--- src/rtl/dcache_arb_pkg.sv ---
// Shared constants and helpers for the dcache port arbiter.
// Default widths, rw encoding, and the round-robin pick function.
package dcache_arb_pkg;

   localparam int DCACHE_DATA_LENGTH = 32;
   localparam int DCACHE_ADDR_LENGTH = 32;

   localparam logic RW_READ  = 1'b0;
   localparam logic RW_WRITE = 1'b1;

   // Widest request vector rr_pick handles; callers zero-extend narrower vectors.
   localparam int RR_MAX_PORTS = 32;

   // Round-robin pick: search starts just above the one-hot 'last' grant and wraps.
   // Requests above the caller's port count are zero, so wrapping modulo
   // RR_MAX_PORTS visits live ports in the same order as wrapping modulo the
   // real port count.
   function automatic logic [RR_MAX_PORTS-1:0] rr_pick(
      input logic [RR_MAX_PORTS-1:0] req,
      input logic [RR_MAX_PORTS-1:0] last
   );
      logic [RR_MAX_PORTS-1:0] gnt;
      logic [4:0]              last_idx;
      logic [4:0]              idx;
      logic                    found;
      gnt      = '0;
      last_idx = '0;
      idx      = '0;
      found    = 1'b0;
      for (int i = 0; i < RR_MAX_PORTS; i++) begin
         if (last[i[4:0]]) last_idx = i[4:0];
      end
      for (int k = 1; k <= RR_MAX_PORTS; k++) begin
         idx = last_idx + k[4:0];
         if (!found && req[idx]) begin
            gnt[idx] = 1'b1;
            found    = 1'b1;
         end
      end
      return gnt;
   endfunction

endpackage

--- src/rtl/dcache_arb_tag_fifo.sv ---
// Port-ID tag FIFO for the dcache arbiter.
// Holds the requester ID of each outstanding read so responses, which return
// in order, can be steered back. Head is readable combinationally so a
// response can be routed in the same cycle it pops.
module dcache_arb_tag_fifo #(
   parameter int DEPTH = 4,
   parameter int WIDTH = 1
) (
   input  logic             clk,
   input  logic             rst,
   input  logic             push,
   input  logic [WIDTH-1:0] push_data,
   input  logic             pop,
   output logic             full,
   output logic             empty,
   output logic [WIDTH-1:0] head
);

   localparam int PTR_W = $clog2(DEPTH);

   logic [WIDTH-1:0] mem [DEPTH];
   logic [PTR_W-1:0] wr_ptr_reg;
   logic [PTR_W-1:0] rd_ptr_reg;
   logic [PTR_W:0]   count_reg;
   logic             do_push;
   logic             do_pop;

   assign full    = (count_reg == (PTR_W+1)'(DEPTH));
   assign empty   = (count_reg == '0);
   assign do_push = push & ~full;
   assign do_pop  = pop & ~empty;
   assign head    = mem[rd_ptr_reg];

   // Tag storage write; contents need no reset since count gates every read.
   always_ff @(posedge clk) begin
      if (do_push) mem[wr_ptr_reg] <= push_data;
   end

   // Pointers wrap naturally; the separate count disambiguates full from empty.
   always_ff @(posedge clk) begin
      if (rst) begin
         wr_ptr_reg <= '0;
         rd_ptr_reg <= '0;
         count_reg  <= '0;
      end else begin
         if (do_push) wr_ptr_reg <= wr_ptr_reg + PTR_W'(1);
         if (do_pop)  rd_ptr_reg <= rd_ptr_reg + PTR_W'(1);
         case ({do_push, do_pop})
            2'b10:   count_reg <= count_reg + (PTR_W+1)'(1);
            2'b01:   count_reg <= count_reg - (PTR_W+1)'(1);
            default: count_reg <= count_reg;
         endcase
      end
   end

endmodule

--- src/rtl/dcache_port_arbiter.sv ---
// N-to-1 dcache request arbiter with in-order read response routing.
// Request path is combinational; a granted port stays granted while the cache
// stalls it. Optional macro DCACHE_ARB_FIXED_PRIO_EN switches from round-robin
// to fixed priority (lowest index wins).
module dcache_port_arbiter
   import dcache_arb_pkg::*;
#(
   parameter int NUM_PORTS       = 2,
   parameter int DATA_LENGTH     = DCACHE_DATA_LENGTH,
   parameter int ADDR_LENGTH     = DCACHE_ADDR_LENGTH,
   parameter int MAX_OUTSTANDING = 4
) (
   input  logic                             clk,
   input  logic                             rst,
   input  logic [NUM_PORTS-1:0]             up_valid,
   output logic [NUM_PORTS-1:0]             up_ready,
   input  logic [NUM_PORTS*ADDR_LENGTH-1:0] up_addr,
   input  logic [NUM_PORTS*DATA_LENGTH-1:0] up_wdata,
   input  logic [NUM_PORTS*DATA_LENGTH-1:0] up_wmask,
   input  logic [NUM_PORTS-1:0]             up_rw,
   output logic [DATA_LENGTH-1:0]           up_rdata,
   output logic [NUM_PORTS-1:0]             up_rvalid,
   output logic                             dn_valid,
   input  logic                             dn_ready,
   output logic [ADDR_LENGTH-1:0]           dn_addr,
   output logic [DATA_LENGTH-1:0]           dn_wdata,
   output logic [DATA_LENGTH-1:0]           dn_wmask,
   output logic                             dn_rw,
   input  logic [DATA_LENGTH-1:0]           dn_rdata,
   input  logic                             dn_rvalid
);

   localparam int PID_W = $clog2(NUM_PORTS);

   logic [NUM_PORTS-1:0] gnt_oh;
   logic [PID_W-1:0]     gnt_idx;
   logic                 handshake;
   logic                 lock_reg;
   logic                 lock_next;
   logic [PID_W-1:0]     lock_port_reg;
   logic [PID_W-1:0]     lock_port_next;
   logic                 fifo_full;
   logic                 fifo_empty;
   logic                 fifo_push;
   logic                 fifo_pop;
   logic [PID_W-1:0]     fifo_head;

`ifndef DCACHE_ARB_FIXED_PRIO_EN
   logic [NUM_PORTS-1:0] last_grant_reg;
`endif

   // Grant selection: a stalled grant is held, otherwise pick a new winner.
   always_comb begin
      gnt_oh = '0;
      if (lock_reg) begin
         gnt_oh[lock_port_reg] = 1'b1;
      end else begin
`ifdef DCACHE_ARB_FIXED_PRIO_EN
         for (int i = NUM_PORTS - 1; i >= 0; i--) begin
            if (up_valid[i[PID_W-1:0]]) begin
               gnt_oh                 = '0;
               gnt_oh[i[PID_W-1:0]]   = 1'b1;
            end
         end
`else
         gnt_oh = NUM_PORTS'(rr_pick(RR_MAX_PORTS'(up_valid), RR_MAX_PORTS'(last_grant_reg)));
`endif
      end
   end

   // One-hot grant to binary port ID for payload muxing and tagging.
   always_comb begin
      gnt_idx = '0;
      for (int i = 0; i < NUM_PORTS; i++) begin
         if (gnt_oh[i[PID_W-1:0]]) gnt_idx = i[PID_W-1:0];
      end
   end

   assign dn_valid  = (|up_valid) & ~fifo_full & ~rst;
   assign handshake = dn_valid & dn_ready;
   assign dn_addr   = up_addr[int'(gnt_idx)*ADDR_LENGTH +: ADDR_LENGTH];
   assign dn_wdata  = up_wdata[int'(gnt_idx)*DATA_LENGTH +: DATA_LENGTH];
   assign dn_wmask  = up_wmask[int'(gnt_idx)*DATA_LENGTH +: DATA_LENGTH];
   assign dn_rw     = up_rw[gnt_idx];

   assign fifo_push = handshake & (dn_rw == RW_READ);
   assign fifo_pop  = dn_rvalid & ~fifo_empty & ~rst;
   assign up_rdata  = dn_rdata;

   genvar gi;
   generate
      for (gi = 0; gi < NUM_PORTS; gi++) begin : g_port
         assign up_ready[gi]  = gnt_oh[gi] & handshake;
         assign up_rvalid[gi] = fifo_pop & (fifo_head == PID_W'(gi));
      end
   endgenerate

   // Lock follows the presented request until the cache takes it.
   always_comb begin
      lock_next      = lock_reg;
      lock_port_next = lock_port_reg;
      if (handshake) begin
         lock_next = 1'b0;
      end else if (dn_valid) begin
         lock_next      = 1'b1;
         lock_port_next = gnt_idx;
      end
   end

   // Lock state register.
   always_ff @(posedge clk) begin
      if (rst) begin
         lock_reg      <= 1'b0;
         lock_port_reg <= '0;
      end else begin
         lock_reg      <= lock_next;
         lock_port_reg <= lock_port_next;
      end
   end

`ifndef DCACHE_ARB_FIXED_PRIO_EN
   // Round-robin pointer moves only when a request is actually accepted.
   always_ff @(posedge clk) begin
      if (rst) begin
         last_grant_reg <= {1'b1, {(NUM_PORTS-1){1'b0}}};
      end else if (handshake) begin
         last_grant_reg <= gnt_oh;
      end
   end
`endif

   dcache_arb_tag_fifo #(
      .DEPTH (MAX_OUTSTANDING),
      .WIDTH (PID_W)
   ) u_tag_fifo (
      .clk       (clk),
      .rst       (rst),
      .push      (fifo_push),
      .push_data (gnt_idx),
      .pop       (fifo_pop),
      .full      (fifo_full),
      .empty     (fifo_empty),
      .head      (fifo_head)
   );

endmodule

--- config.mk ---
export PLATFORM = sky130hd
export DESIGN_NAME = dcache_port_arbiter
export DESIGN_NICKNAME = d
export VERILOG_FILES = /design/src/rtl/dcache_arb_pkg.sv /design/src/rtl/dcache_arb_tag_fifo.sv /design/src/rtl/dcache_port_arbiter.sv
export SDC_FILE = /design/constraint.sdc
export NUM_CORES = 1
export LEC_CHECK = 0
export ABC_CLOCK_PERIOD_IN_PS = 7800
export BUFFER_PORTS_ARGS = -buffer_cell sky130_fd_sc_hd__buf_2
export CAP_MARGIN = 15
export CORE_AREA = 2 2 141 143
export CTS_CLUSTER_SIZE = 30
export DETAILED_ROUTE_END_ITERATION = 16
export DIE_AREA = 0 0 143 145
export PLACE_DENSITY = 0.51
export SYNTH_ARGS = -nofsm -noshare
export SYNTH_HDL_FRONTEND = slang
export SYNTH_HIERARCHICAL = 1
export SYNTH_SLANG_ARGS = --single-unit
--- constraint.sdc ---
create_clock -name clk -period 7.8 [get_ports clk]
set_clock_uncertainty 0.2 [all_clocks]
set_input_delay 1.56 -clock clk [delete_from_list [all_inputs] [get_ports clk]]
set_output_delay 1.56 -clock clk [all_outputs]
set_load 0.05 [all_outputs]
======== Word-level counts from Yosys, hierarchy flattened ========
Memories as Yosys holds them, arrays and structs flattened. A register that Yosys moved wholly into a read port is not among the register bits.
Index checks and enable logic that the tools add are counted.
word-level totals
  register bits ........................... 11
  memory bits (writable) .................. 4
  bits of input ports ..................... 232
  output and inout port bits .............. 134
  word-level logic and storage cells ...... 530
  memories kept ........................... 1
cells by class
  $add $sub $neg .......................... 35
  order comparisons ....................... 67
  eq/ne operators ......................... 3
  shift-type cells ........................ 3
  mux-type cells .......................... 266
  bitwise logic cells ..................... 49
  reductions and logical operators ........ 100
memories
  memory          depth  width  rd ports  clocked after memory_dff  write ports  RTL line                   source
  u_tag_fifo.mem  4      1      1         1                         1            dcache_arb_tag_fifo.sv:21  logic [WIDTH-1:0] mem [DEPTH];
operators with widths
  operator               count
  $lt A5 B6 Y1 const B   32
  $shiftx A64 B7 Y32     3
  $bmux W1 S5            32
  $demux W1 S5           32
  $ge A5 B1 Y1 const B   32
  $mux W1                133
  $mux W2                66
  $add A5 B5 Y5 const B  16
  $logic_and A1 B1 Y1    64
  $or A2 B2 Y2           31
  $add A5 B4 Y5 const B  8
  $logic_not A1 Y1       31
  $add A5 B3 Y5 const B  4
  $and A1 B1 Y1          12
  $add A5 B2 Y5 const B  2
  $not A1 Y1             6
  $pmux W3 S2            1
  $add A5 B1 Y5 const B  1
  $mux W5                1
  $add A2 B1 Y2 const B  2
  $lt A1 B2 Y1 const B   2
  $reduce_or A2 Y1       2
  $add A3 B1 Y3 const B  1
  $eq A3 B3 Y1 const B   1
  other kinds (8)        8

======== Depth between registers and ports, before layout ========
Gate-level depths: netlist (run 1).
  depth after elaboration ................. 139
  mapped depth ............................ 14

======== By module ========
Netlist (run 1), hierarchy kept.
modules (own cells, without submodules)
  module               instances  cells each  area each (sq um)  sequential area each (sq um)
  dcache_port_arbiter  1          167         1644.1             60.1
  dcache_arb_tag_fifo  1          59          618.1              300.3

======== Worst setup path before layout (run 1) ========
Ideal clock, no wire load.
  path type ............................... input to output
  from .................................... input rst
  to ...................................... output up_ready[0]
  arrival ................................. 2.931 ns
  slack ................................... 3.109 ns
  stages on the path ...................... 2
  path buffers ............................ 0
  cell sequence ........................... or4_1 -> a21oi_1
on the way
  cells in the longest elaborated chain, start to end .. 4
RTL lines
  what                RTL line                   source
  start: declaration  dcache_port_arbiter.sv:14  input logic rst,
  $not A1 Y1          dcache_port_arbiter.sv:79  assign dn_valid = (|up_valid) & ~fifo_full & ~rst;
  $and A1 B1 Y1       dcache_port_arbiter.sv:79
  $and A1 B1 Y1       dcache_port_arbiter.sv:80  assign handshake = dn_valid & dn_ready;
  $and A1 B1 Y1       dcache_port_arbiter.sv:93  assign up_ready[gi] = gnt_oh[gi] & handshake;
  end: declaration    dcache_port_arbiter.sv:16  output logic [NUM_PORTS-1:0] up_ready,
Every way passes these cells.

======== Final worst setup path (run 1) ========
  from .................................... input up_valid[1]
  to ...................................... output dn_wdata[8]
on the way
  cells in the longest elaborated chain, start to end .. 130
RTL lines
  what                           RTL line                   source
  start: declaration             dcache_port_arbiter.sv:15  input logic [NUM_PORTS-1:0] up_valid,
  $bmux W1 S5                    dcache_arb_pkg.sv:35       if (!found && req[idx]) begin
  $mux W1 (implied by the code)  dcache_arb_pkg.sv:35
  $mux W1                        dcache_arb_pkg.sv:35
  $mux W1                        dcache_port_arbiter.sv:55  if (lock_reg) begin
  $logic_not A1 Y1               dcache_arb_pkg.sv:35
  $logic_and A1 B1 Y1            dcache_arb_pkg.sv:35
  $mux W1                        dcache_arb_pkg.sv:35
  $mux W1                        dcache_port_arbiter.sv:55
  (+114 left out)                n/a
  $mux W1                        dcache_arb_pkg.sv:35
  $mux W1                        dcache_port_arbiter.sv:55
  $logic_not A1 Y1               dcache_arb_pkg.sv:35
  $logic_and A1 B1 Y1            dcache_arb_pkg.sv:35
  $mux W2 (*)                    dcache_arb_pkg.sv:35
  $mux W2 (*)                    dcache_port_arbiter.sv:55
  $mux W1 (*)                    dcache_port_arbiter.sv:75  if (gnt_oh[i[PID_W-1:0]]) gnt_idx = i[PID_W-1:0];
  $shiftx A64 B7 Y32 (*)         dcache_port_arbiter.sv:82  assign dn_wdata = up_wdata[int'(gnt_idx)*DATA_LENGTH +: DATA_LENGTH];
  end: declaration               dcache_port_arbiter.sv:26  output logic [DATA_LENGTH-1:0] dn_wdata,
Mark *: on every way between the ends. The rest lies on a longest branch, timed or not. The select of a mux whose other input is x is not followed.

==> results of run 1 <==
[Yosys cell counts (2+ instances only)]
master	count	share of area, %
mux2_2	88	44
buf_4	40	13
dfxtp_1	12	11
inv_1	11	1.8
mux2_1	8	4.0
nor2_1	8	1.3
a21oi_1	6	1.3
and2_1	5	1.4
ha_1	5	2.8
edfxtp_1	4	5.3
o21ai_0	4	0.88
or3_1	3	0.83
xor2_1	3	1.2
buf_6	2	1.0
nand2_1	2	0.33
nand2b_1	2	0.55
nand3b_1	2	0.66
nor2b_1	2	0.55
[power groups by stage]
stage / registers (mW) / clock network, mW / logic (mW)
after floorplan: 0.0912 / 0 / 0.315
after global placement: 0.0918 / 0 / 0.379
after detailed placement: 0.0918 / 0 / 0.378
after CTS: 0.0901 / 0.103 / 0.379
after global routing: 0.0904 / 0.108 / 0.394
final: 0.0902 / 0.100 / 0.374
[cells by family (layout without fill, tap and decap cells)]
logic type | Yosys count | count (layout) | synth area share, %
AND/OR/NAND/NOR | 29 | 29 | 7.52
multiplexers | 97 | 97 | 48.8
AO/OA/AOI/OAI | 20 | 20 | 6.53
other | 0 | 3 | 0
buffers and inverters | 55 | 319 | 16.4
adder cells (fa/ha/maj) | 6 | 6 | 3.65
flip-flops | 16 | 16 | 15.9
XOR/XNOR | 3 | 3 | 1.16
[worst reg2reg max path, delay by kind of cell, from the launching register on]
kind | cells | cell delay [ps]
xor gates and xnor gates | 1 | 70
buffers and inverters | 5 | 950
DFF | 1 | 450
and+or+nand+nor | 3 | 660
adders and majority gates | 2 | 400
AOI/OAI and AO/OA | 3 | 620
[stage by stage]
step,util (%),std cells,total power [mW]
final,20.2,758,0.565
after CTS,20.1,755,0.573
after global routing,20.2,758,0.592
after global placement,19.7,751,0.470
after detailed placement,19.7,751,0.469
after floorplan,-,226,0.406
[per-layer routing]
layer / global-route usage (%) / routed length (um) / up-vias
met3: 3.63 / 1100 / 8
met2: 18.2 / 5710 / 151
met4: 2.08 / 163 / 0
met5: 0 / 0 / -
li1: - / - / 1306
met1: 11.4 / 4290 / 1169
[layout make-up]
| type | count | share of cell area, % |
|---|---|---|
| inverters | 12 | 1.16 |
| repair buffers | 303 | 39.3 |
| clock buffers | 4 | 2.03 |
| flip-flops and latches | 16 | 9.30 |
| multi-input cells | 155 | 39.5 |
| well taps | 265 | 8.56 |
| diodes | 3 | 0.194 |
[path summary, 6_finish.rpt]
check / start / to / depth (start not counted) / slack, ps
setup reg to reg: lock_reg / u_tag_fifo/count_reg[2] / 14 / 4380
setup / recovery: up_valid[1] / dn_wdata[8] / 7 / 2230
hold reg to reg: u_tag_fifo/rd_ptr_reg[1] / u_tag_fifo/rd_ptr_reg[1] / 2 / 290
hold / removal: u_tag_fifo/rd_ptr_reg[1] / u_tag_fifo/rd_ptr_reg[1] / 2 / 290
[layout by cell type (no fill, tap or decap), types with 2 or more instances in the layout]
cell,n
diode_2,3
buf_2,301
buf_4,2
dfxtp_1,12
a21oi_1,6
mux2_1,8
mux2_2,88
and2_1,5
or3_1,3
nand2_1,2
inv_1,11
nor2b_1,2
nand2b_1,2
edfxtp_1,4
xor2_1,3
nand3b_1,2
clkbuf_16,3
nor2_1,8
o21ai_0,4
ha_1,5
==> results.sh, run 1 <==
export IMPL_cpPeakStageDelay_ps=620
export IMPL_finalSetupTns_ps=0
export IMPL_postCtsSetupRepairBufs=0
export IMPL_clockBufferDepth=2
export IMPL_synth_edf_count=4
export IMPL_maxSlewHeadroom_pct=57.9
export IMPL_peakVddDrop_mv=0.0628
export IMPL_finalHoldViolCount=0
export IMPL_finalSetupViolCount=0
export IMPL_die_h_um=145
export IMPL_dpl_worst_slack_ps=2160
export IMPL_cts_htree_levels=1
export IMPL_intPower_mw=0.277
export IMPL_drc_errors=0
export IMPL_seq_area_um2=360
export IMPL_io_buffer_count=301
export IMPL_dieArea_um2=20700
export IMPL_antenna_found_initial=4
export IMPL_nets=729
export IMPL_start_kind="input pin"
export IMPL_finalCriticalPeriod_ps=5570
export IMPL_drive_gt1_share_pct=81.6
export IMPL_dieWidth_um=143
export IMPL_ant_nets=0
export IMPL_min_period_over_period_pct=71.4
export IMPL_grt_max_degree=51
export IMPL_power_frac_seq_pct=16.0
export IMPL_ioPinCount=366
export IMPL_ys_warnings_count=6
export IMPL_cp_max_fo=50
export IMPL_max_freq_ghz=0.179
export IMPL_synthDistinctLibCells=37
export IMPL_worstPathCellList="buf_2 > nor2b_1 > a22oi_4 > buf_4 > buf_4 > mux2_2 > buf_2"
export IMPL_grt_usage_pct=10.1
export IMPL_clockRootBuffer="clkbuf_16"
export IMPL_grt_pass1_vias=2683
export IMPL_cp_data_arrival_time_ps=3810
export IMPL_drt_iter0_drc=53
export IMPL_drv_cap=0
export IMPL_fillers=2176
export IMPL_synth_seq_area_share_pct=15.9
export IMPL_ys_ff_latch=16
export IMPL_drt_wl_total_mm=11.3
export IMPL_synth_area_um2=2260
export IMPL_path_class="in2out"
export IMPL_outcome="completed"
export IMPL_initial_core_util_pct=11.8
export IMPL_syn_inst=226
export IMPL_comb_power_share_pct=66.3
export IMPL_powerDensity_nw_per_um2=146
export IMPL_synthFlopType="dfxtp_1"
export IMPL_synth_nets=464
export IMPL_worst_pin_slew_ps=631
export IMPL_worst_slack_ps=2230
export IMPL_grt_overflow_total=0
export IMPL_final_max_slew_viol_count=0
export IMPL_fp_coreArea_um2=19200
export IMPL_hold_ws_ps=294
export IMPL_cts_buffers=3
export IMPL_fin_area_um2=3870
export IMPL_switching_share_pct=51.0
export IMPL_dpl_instance_area_um2=3790
export IMPL_wire_per_inst_um=14.9
export IMPL_crit_family="buffers and inverters"
export IMPL_num_rows=51
export IMPL_syn_avg_cell_area_um2=10.0
export IMPL_slowest_stage="buf_4"
export IMPL_num_vias=2634
export IMPL_path_buf_inv=4
export IMPL_synth_async_reset_ratio_pct=0
export IMPL_worstPathRequired_ps=6040
export IMPL_ctsHoldBuffers=0
export IMPL_p_sw_mw=0.288
export IMPL_crit_path_end_kind="output port"
export IMPL_area_growth_pct=71.3
export IMPL_p_leak_nw=1.98
export IMPL_globalplace_congestion=0.830
export IMPL_cts_sinks=16
export IMPL_drt_pass1_iterations=4
export IMPL_hold_path_class="reg2reg"
export IMPL_power_frac_clock_pct=17.8
export IMPL_clk_latency_ps=240
export IMPL_rsz0062_at_grt="false"
export IMPL_hpwl_mm=10.1
export IMPL_multi_input_area_um2=1530
export IMPL_viasPerCell=3.47
export IMPL_tritoncts="done"
export IMPL_post_cts_resized=0
export IMPL_clkSlewWorstSetupHoldPaths_ps=50
export IMPL_grt_pass1_wl_mm=16.0
(Power assumes the default switching activity.)
==> inputs of run 2 (changes only) <==
--- a/config.mk
+++ b/config.mk
@@ -5,14 +5,14 @@
 export SDC_FILE = /design/constraint.sdc
 export NUM_CORES = 1
 export LEC_CHECK = 0
-export ABC_CLOCK_PERIOD_IN_PS = 7800
+export ABC_CLOCK_PERIOD_IN_PS = 5100
 export BUFFER_PORTS_ARGS = -buffer_cell sky130_fd_sc_hd__buf_2
 export CAP_MARGIN = 15
-export CORE_AREA = 2 2 141 143
+export CORE_AREA = 2 2 140 142
 export CTS_CLUSTER_SIZE = 30
 export DETAILED_ROUTE_END_ITERATION = 16
-export DIE_AREA = 0 0 143 145
-export PLACE_DENSITY = 0.51
+export DIE_AREA = 0 0 142 144
+export PLACE_DENSITY = 0.53
 export SYNTH_ARGS = -nofsm -noshare
 export SYNTH_HDL_FRONTEND = slang
 export SYNTH_HIERARCHICAL = 1
==> constraint.sdc (replaced) <==
create_clock -name clk -period 5.1 [get_ports clk]
set_clock_uncertainty 0.2 [all_clocks]
set_input_delay 1.02 -clock clk [delete_from_list [all_inputs] [get_ports clk]]
set_output_delay 1.02 -clock clk [all_outputs]
set_load 0.05 [all_outputs]
==> run 2 against run 1 <==
Net effect: hold slack improved by 18 ps; sequential share of layout area decreased by 0.10 points; count of clock-buffer cells in the layout unchanged; register-to-register slack got worse by 2700 ps; die area decreased by 1.4%; wire length decreased by 8.2%; largest cell class is now buffers; largest power group unchanged.
==> results.sh, run 2 (synthesized netlist as in run 1, its figures left out) <==
export IMPL_finalCriticalPeriod_ps=4060
export IMPL_outcome="completed"
export IMPL_postCtsSetupRepairBufs=0
export IMPL_num_rows=51
export IMPL_cts_htree_levels=1
export IMPL_initial_core_util_pct=11.9
export IMPL_worstPathCellList="buf_2 > nor2b_1 > a22oi_4 > buf_12 > mux2_2 > buf_2"
export IMPL_setup_worst_path_start="up_valid[1]"
export IMPL_dieWidth_um=142
export IMPL_globalplace_congestion=0.774
export IMPL_powerDensity_nw_per_um2=224
export IMPL_drt_wl_total_mm=10.3
export IMPL_finalSetupTns_ps=0
export IMPL_die_h_um=144
export IMPL_path_class="in2out"
export IMPL_cts_buffers=3
export IMPL_drt_iter0_drc=55
export IMPL_diodes=0
export IMPL_grt_max_degree=32
export IMPL_grt_overflow_total=0
export IMPL_clkSlewWorstSetupHoldPaths_ps=50
export IMPL_peakVddDrop_mv=0.0898
export IMPL_worstHoldStart="u_tag_fifo/rd_ptr_reg[1]"
export IMPL_p_sw_mw=0.443
export IMPL_max_freq_ghz=0.246
export IMPL_rsz0062_at_grt="false"
export IMPL_worstPathRequired_ps=3880
export IMPL_viasPerCell=3.69
export IMPL_crit_family="compound AO/OA/AOI/OAI gates"
export IMPL_drive_gt1_share_pct=81.9
export IMPL_min_period_over_period_pct=79.6
export IMPL_num_vias=2714
export IMPL_intPower_mw=0.434
export IMPL_drv_cap=0
export IMPL_comb_power_share_pct=66.6
export IMPL_grt_usage_pct=8.94
export IMPL_clockBufferDepth=2
export IMPL_power_frac_clock_pct=17.6
export IMPL_r2r_cells=13
export IMPL_final_max_slew_viol_count=0
export IMPL_slowest_stage="a22oi_4"
export IMPL_fp_coreArea_um2=19100
export IMPL_worst_pin_slew_ps=780
export IMPL_finalHoldViolCount=0
export IMPL_nets=737
export IMPL_timing_rr_start="lock_reg"
export IMPL_cts_sinks=16
export IMPL_power_frac_seq_pct=15.7
export IMPL_io_buffer_count=301
export IMPL_fillers=2109
export IMPL_final_common_cell="buf_2"
export IMPL_final_cell_mix="301 x buf_2, 88 x mux2_2, 12 x dfxtp_1"
export IMPL_tritoncts="done"
export IMPL_post_cts_resized=0
export IMPL_cp_max_fo=31
export IMPL_maxSlewHeadroom_pct=48.0
export IMPL_ctsHoldBuffers=0
export IMPL_ant_nets=0
export IMPL_crit_cells=6
export IMPL_hpwl_mm=9.28
export IMPL_dpl_worst_slack_ps=837
export IMPL_seq_area_um2=360
export IMPL_area_growth_pct=73.2
export IMPL_switching_share_pct=50.5
export IMPL_finalSetupViolCount=0
export IMPL_multi_input_area_um2=1530
export IMPL_worst_slack_ps=1040
export IMPL_p_leak_nw=2.03
export IMPL_start_kind="input pin"
export IMPL_cpPeakStageDelay_ps=640
export IMPL_hold_path_class="reg2reg"
export IMPL_clockRootBuffer="clkbuf_16"
export IMPL_dieArea_um2=20400
export IMPL_grt_pass1_vias=2498
export IMPL_critPathMostFrequentCell="buf_2"
export IMPL_wire_per_inst_um=14.1
export IMPL_r2r_end="u_tag_fifo/count_reg[2]"
export IMPL_path_buf_inv=3
export IMPL_drt_pass1_iterations=4
export IMPL_clk_latency_ps=250
export IMPL_drc_errors=0
export IMPL_antenna_found_initial=0
export IMPL_cp_endpoint="dn_wmask[16]"
export IMPL_rrSetupSlack_ps=1640
export IMPL_cp_data_arrival_time_ps=2840
export IMPL_crit_path_end_kind="output port"
export IMPL_ioPinCount=366
export IMPL_grt_pass1_wl_mm=14.0
## run 2: per-stage QoR
| stage | instances | hold WS, ps | total power [mW] | utilization [%] | cell area [um2] |
|---|---|---|---|---|---|
| floorplan | 226 | 259 | 0.621 | - | 2260 |
| global placement | 732 | 280 | 0.729 | 20.1 | 3840 |
| detailed placement | 732 | 296 | 0.729 | 20.1 | 3840 |
| CTS | 736 | 305 | 0.889 | 20.5 | 3920 |
| global route | 736 | 315 | 0.919 | 20.5 | 3920 |
| finish | 736 | 312 | 0.877 | 20.5 | 3920 |
## run 2: layout make-up
class	count	area share, %
Clock buffer	4	2.01
Inverter	12	1.15
Multi-Input combinational cell	155	39.0
Sequential cell	16	9.20
Tap cell	238	7.60
Timing Repair Buffer	311	41.0
## run 2: power by group through the flow
stage	Clock [mW]	Sequential, mW	Combinational [mW]
2_1_floorplan	0	0.140	0.481
3_3_place_gp	0	0.140	0.588
3_5_place_dp	0	0.140	0.588
4_1_cts	0.161	0.138	0.591
5_1_grt	0.165	0.138	0.615
6_report	0.154	0.138	0.584
## run 2: worst min path at each step
stage | endpoint | slack, ps | depth (start not counted)
finish | flip-flop | 310 | 2
global placement | u_tag_fifo/rd_ptr_reg[1] | 280 | 2
floorplan | flip-flop | 260 | 2
CTS | flip-flop | 310 | 2
global route | u_tag_fifo/rd_ptr_reg[1] | 320 | 2
detailed placement | u_tag_fifo/rd_ptr_reg[1] | 300 | 2
## run 2: worst min-delay path, stage by stage, from the launching register on
cell and delay [ps]:
dfxtp_1 300, o21ai_0 70, a21oi_1 80
## run 2: per-layer routing
metal | up-vias | routed length [um] | track usage, %
met5 | - | 0 | 0
met4 | 0 | 47 | 1.47
met3 | 6 | 827 | 2.75
met2 | 143 | 5280 | 15.6
met1 | 1244 | 4190 | 11.0
li1 | 1321 | - | -
==> inputs of run 3 (changes only) <==
--- a/config.mk
+++ b/config.mk
@@ -5,7 +5,7 @@
 export SDC_FILE = /design/constraint.sdc
 export NUM_CORES = 1
 export LEC_CHECK = 0
-export ABC_CLOCK_PERIOD_IN_PS = 5100
+export ABC_CLOCK_PERIOD_IN_PS = 3600
 export BUFFER_PORTS_ARGS = -buffer_cell sky130_fd_sc_hd__buf_2
 export CAP_MARGIN = 15
 export CORE_AREA = 2 2 140 142
==> constraint.sdc (replaced) <==
create_clock -name clk -period 3.6 [get_ports clk]
set_clock_uncertainty 0.2 [all_clocks]
set_input_delay 0.72 -clock clk [delete_from_list [all_inputs] [get_ports clk]]
set_output_delay 0.72 -clock clk [all_outputs]
set_load 0.05 [all_outputs]
==> run 3 against run 2 <==
Net effect: cell area shrank 1.5%; power is 40% higher; critical path type unchanged; combinational power is 39% higher; via count is 4.2% lower; largest cell class unchanged; sequential power up 42%; worst setup slack got worse by 610 ps; sequential share of layout area up 0.14 points; register-to-register slack worse by 1100 ps; core utilization decreased by 0.30 points; critical endpoint is now dn_wmask[5].
==> results.sh, run 3 (synthesized netlist as in run 1, its figures left out) <==
export IMPL_hold_ws_ps=311
export IMPL_worst_pin_slew_ps=437
export IMPL_num_vias=2600
export IMPL_peakVddDrop_mv=0.142
export IMPL_fp_coreArea_um2=19100
export IMPL_cts_buffers=3
export IMPL_maxSlewHeadroom_pct=70.7
export IMPL_crit_path_end_kind="output port"
export IMPL_finalSetupViolCount=0
export IMPL_p_leak_nw=2.00
export IMPL_grt_pass1_vias=2491
export IMPL_grt_overflow_total=0
export IMPL_final_cell_mix="301 x buf_2, 88 x mux2_2, 12 x dfxtp_1"
export IMPL_die_h_um=144
export IMPL_grt_usage_pct=8.59
export IMPL_drt_wl_total_mm=9.86
export IMPL_final_common_cell="buf_2"
export IMPL_globalplace_congestion=0.789
export IMPL_fillers=2121
export IMPL_cpPeakStageDelay_ps=400
export IMPL_cp_max_fo=78
export IMPL_drive_gt1_share_pct=81.7
export IMPL_ant_nets=0
export IMPL_multi_input_area_um2=1530
export IMPL_area_growth_pct=70.7
export IMPL_tritoncts="done"
export IMPL_start_kind="input pin"
export IMPL_critPathMostFrequentCell="buf_2"
export IMPL_ctsHoldBuffers=0
export IMPL_clkSlewWorstSetupHoldPaths_ps=50
export IMPL_drv_cap=0
export IMPL_grt_pass1_wl_mm=13.6
export IMPL_wire_per_inst_um=13.5
export IMPL_path_class="in2out"
export IMPL_timing_rr_start="u_tag_fifo/count_reg[2]"
export IMPL_setup_worst_path_start="up_valid[1]"
export IMPL_min_period_over_period_pct=88.2
export IMPL_slowest_stage="mux2_2"
export IMPL_place_inst=726
export IMPL_finalCriticalPeriod_ps=3170
export IMPL_finalHoldViolCount=0
export IMPL_cp_data_arrival_time_ps=2250
export IMPL_drt_pass1_iterations=5
export IMPL_max_freq_ghz=0.315
export IMPL_num_rows=51
export IMPL_clockBufferDepth=2
export IMPL_nets=731
export IMPL_ioPinCount=366
export IMPL_cts_sinks=16
export IMPL_outcome="completed"
export IMPL_clk_latency_ps=250
export IMPL_cts_htree_levels=1
export IMPL_worstPathCellList="buf_2 > nor2b_1 > a22oi_4 > buf_12 > mux2_2 > buf_2"
export IMPL_hold_path_class="reg2reg"
export IMPL_postCtsSetupRepairBufs=0
export IMPL_grt_max_degree=79
export IMPL_antenna_found_initial=0
export IMPL_worstHoldStart="u_tag_fifo/rd_ptr_reg[1]"
export IMPL_drc_errors=0
export IMPL_diodes=0
export IMPL_final_max_slew_viol_count=0
export IMPL_hpwl_mm=8.92
export IMPL_initial_core_util_pct=11.9
export IMPL_clockRootBuffer="clkbuf_16"
export IMPL_worstPathRequired_ps=2680
export IMPL_dieWidth_um=142
export IMPL_dieArea_um2=20400
export IMPL_post_cts_resized=0
export IMPL_viasPerCell=3.56
export IMPL_drt_iter0_drc=55
export IMPL_seq_area_um2=360
export IMPL_io_buffer_count=301
export IMPL_utilization_pct=20.2
export IMPL_rsz0062_at_grt="false"
export IMPL_powerDensity_nw_per_um2=318
export IMPL_finalNonFillerCells=730
export IMPL_finalSetupTns_ps=0
run 3: changes by cell type in the layout (fill, tap and decap cells not counted), sizes merged:
cell	before	now
buf	311	305
clkbuf	4	3
clkinv	0	1
run 3: worst paths after layout:
kind         depth (start not counted)                       to  slack, ps
max                                  6              dn_wmask[5]        430
min                                  2                flip-flop        310
max reg2reg                         12  u_tag_fifo/count_reg[2]        550
min reg2reg                          2                flip-flop        310
run 3: cell type report:
cell class                 instances  share of cell area [%]
timing repair buffer             305                    40.1
multi-input combinational        155                    39.6
sequential                        16                    9.33
tap                              238                    7.71
clock buffer                       3                    1.94
inverter                          12                    1.17
clock inverter                     1                  0.0972
run 3: where the power goes:
group          switching (mW)  internal [mW]  leakage (nW)  total, mW
sequential            0.00616          0.190         0.134      0.196
clock                  0.0723          0.148        0.0385      0.220
combinational           0.548          0.264          1.83      0.812
run 3: stage by stage:
step / area, um2 / total power, mW / worst slack [ps]
CTS: 3860 / 1.24 / 415
floorplan: 2260 / 0.879 / 456
global route: 3860 / 1.29 / 346
finish: 3860 / 1.23 / 426
detailed placement: 3780 / 1.02 / 265
global placement: 3780 / 1.02 / 293
run 3: worst max-delay path, delay by kind of cell:
kind,cells,cell delay (ps)
compound gates,1,220
simple gates,1,150
mux,1,400
buf+inv,3,660
run 3: routing by layer:
| metal | vias to the layer above | share of wire, % | GRT usage, % |
|---|---|---|---|
| li1 | 1307 | - | - |
| met1 | 1146 | 42 | 11.1 |
| met2 | 142 | 49 | 14.3 |
| met3 | 5 | 8.7 | 2.78 |
| met4 | 0 | 0.39 | 1.00 |
| met5 | - | 0 | 0 |
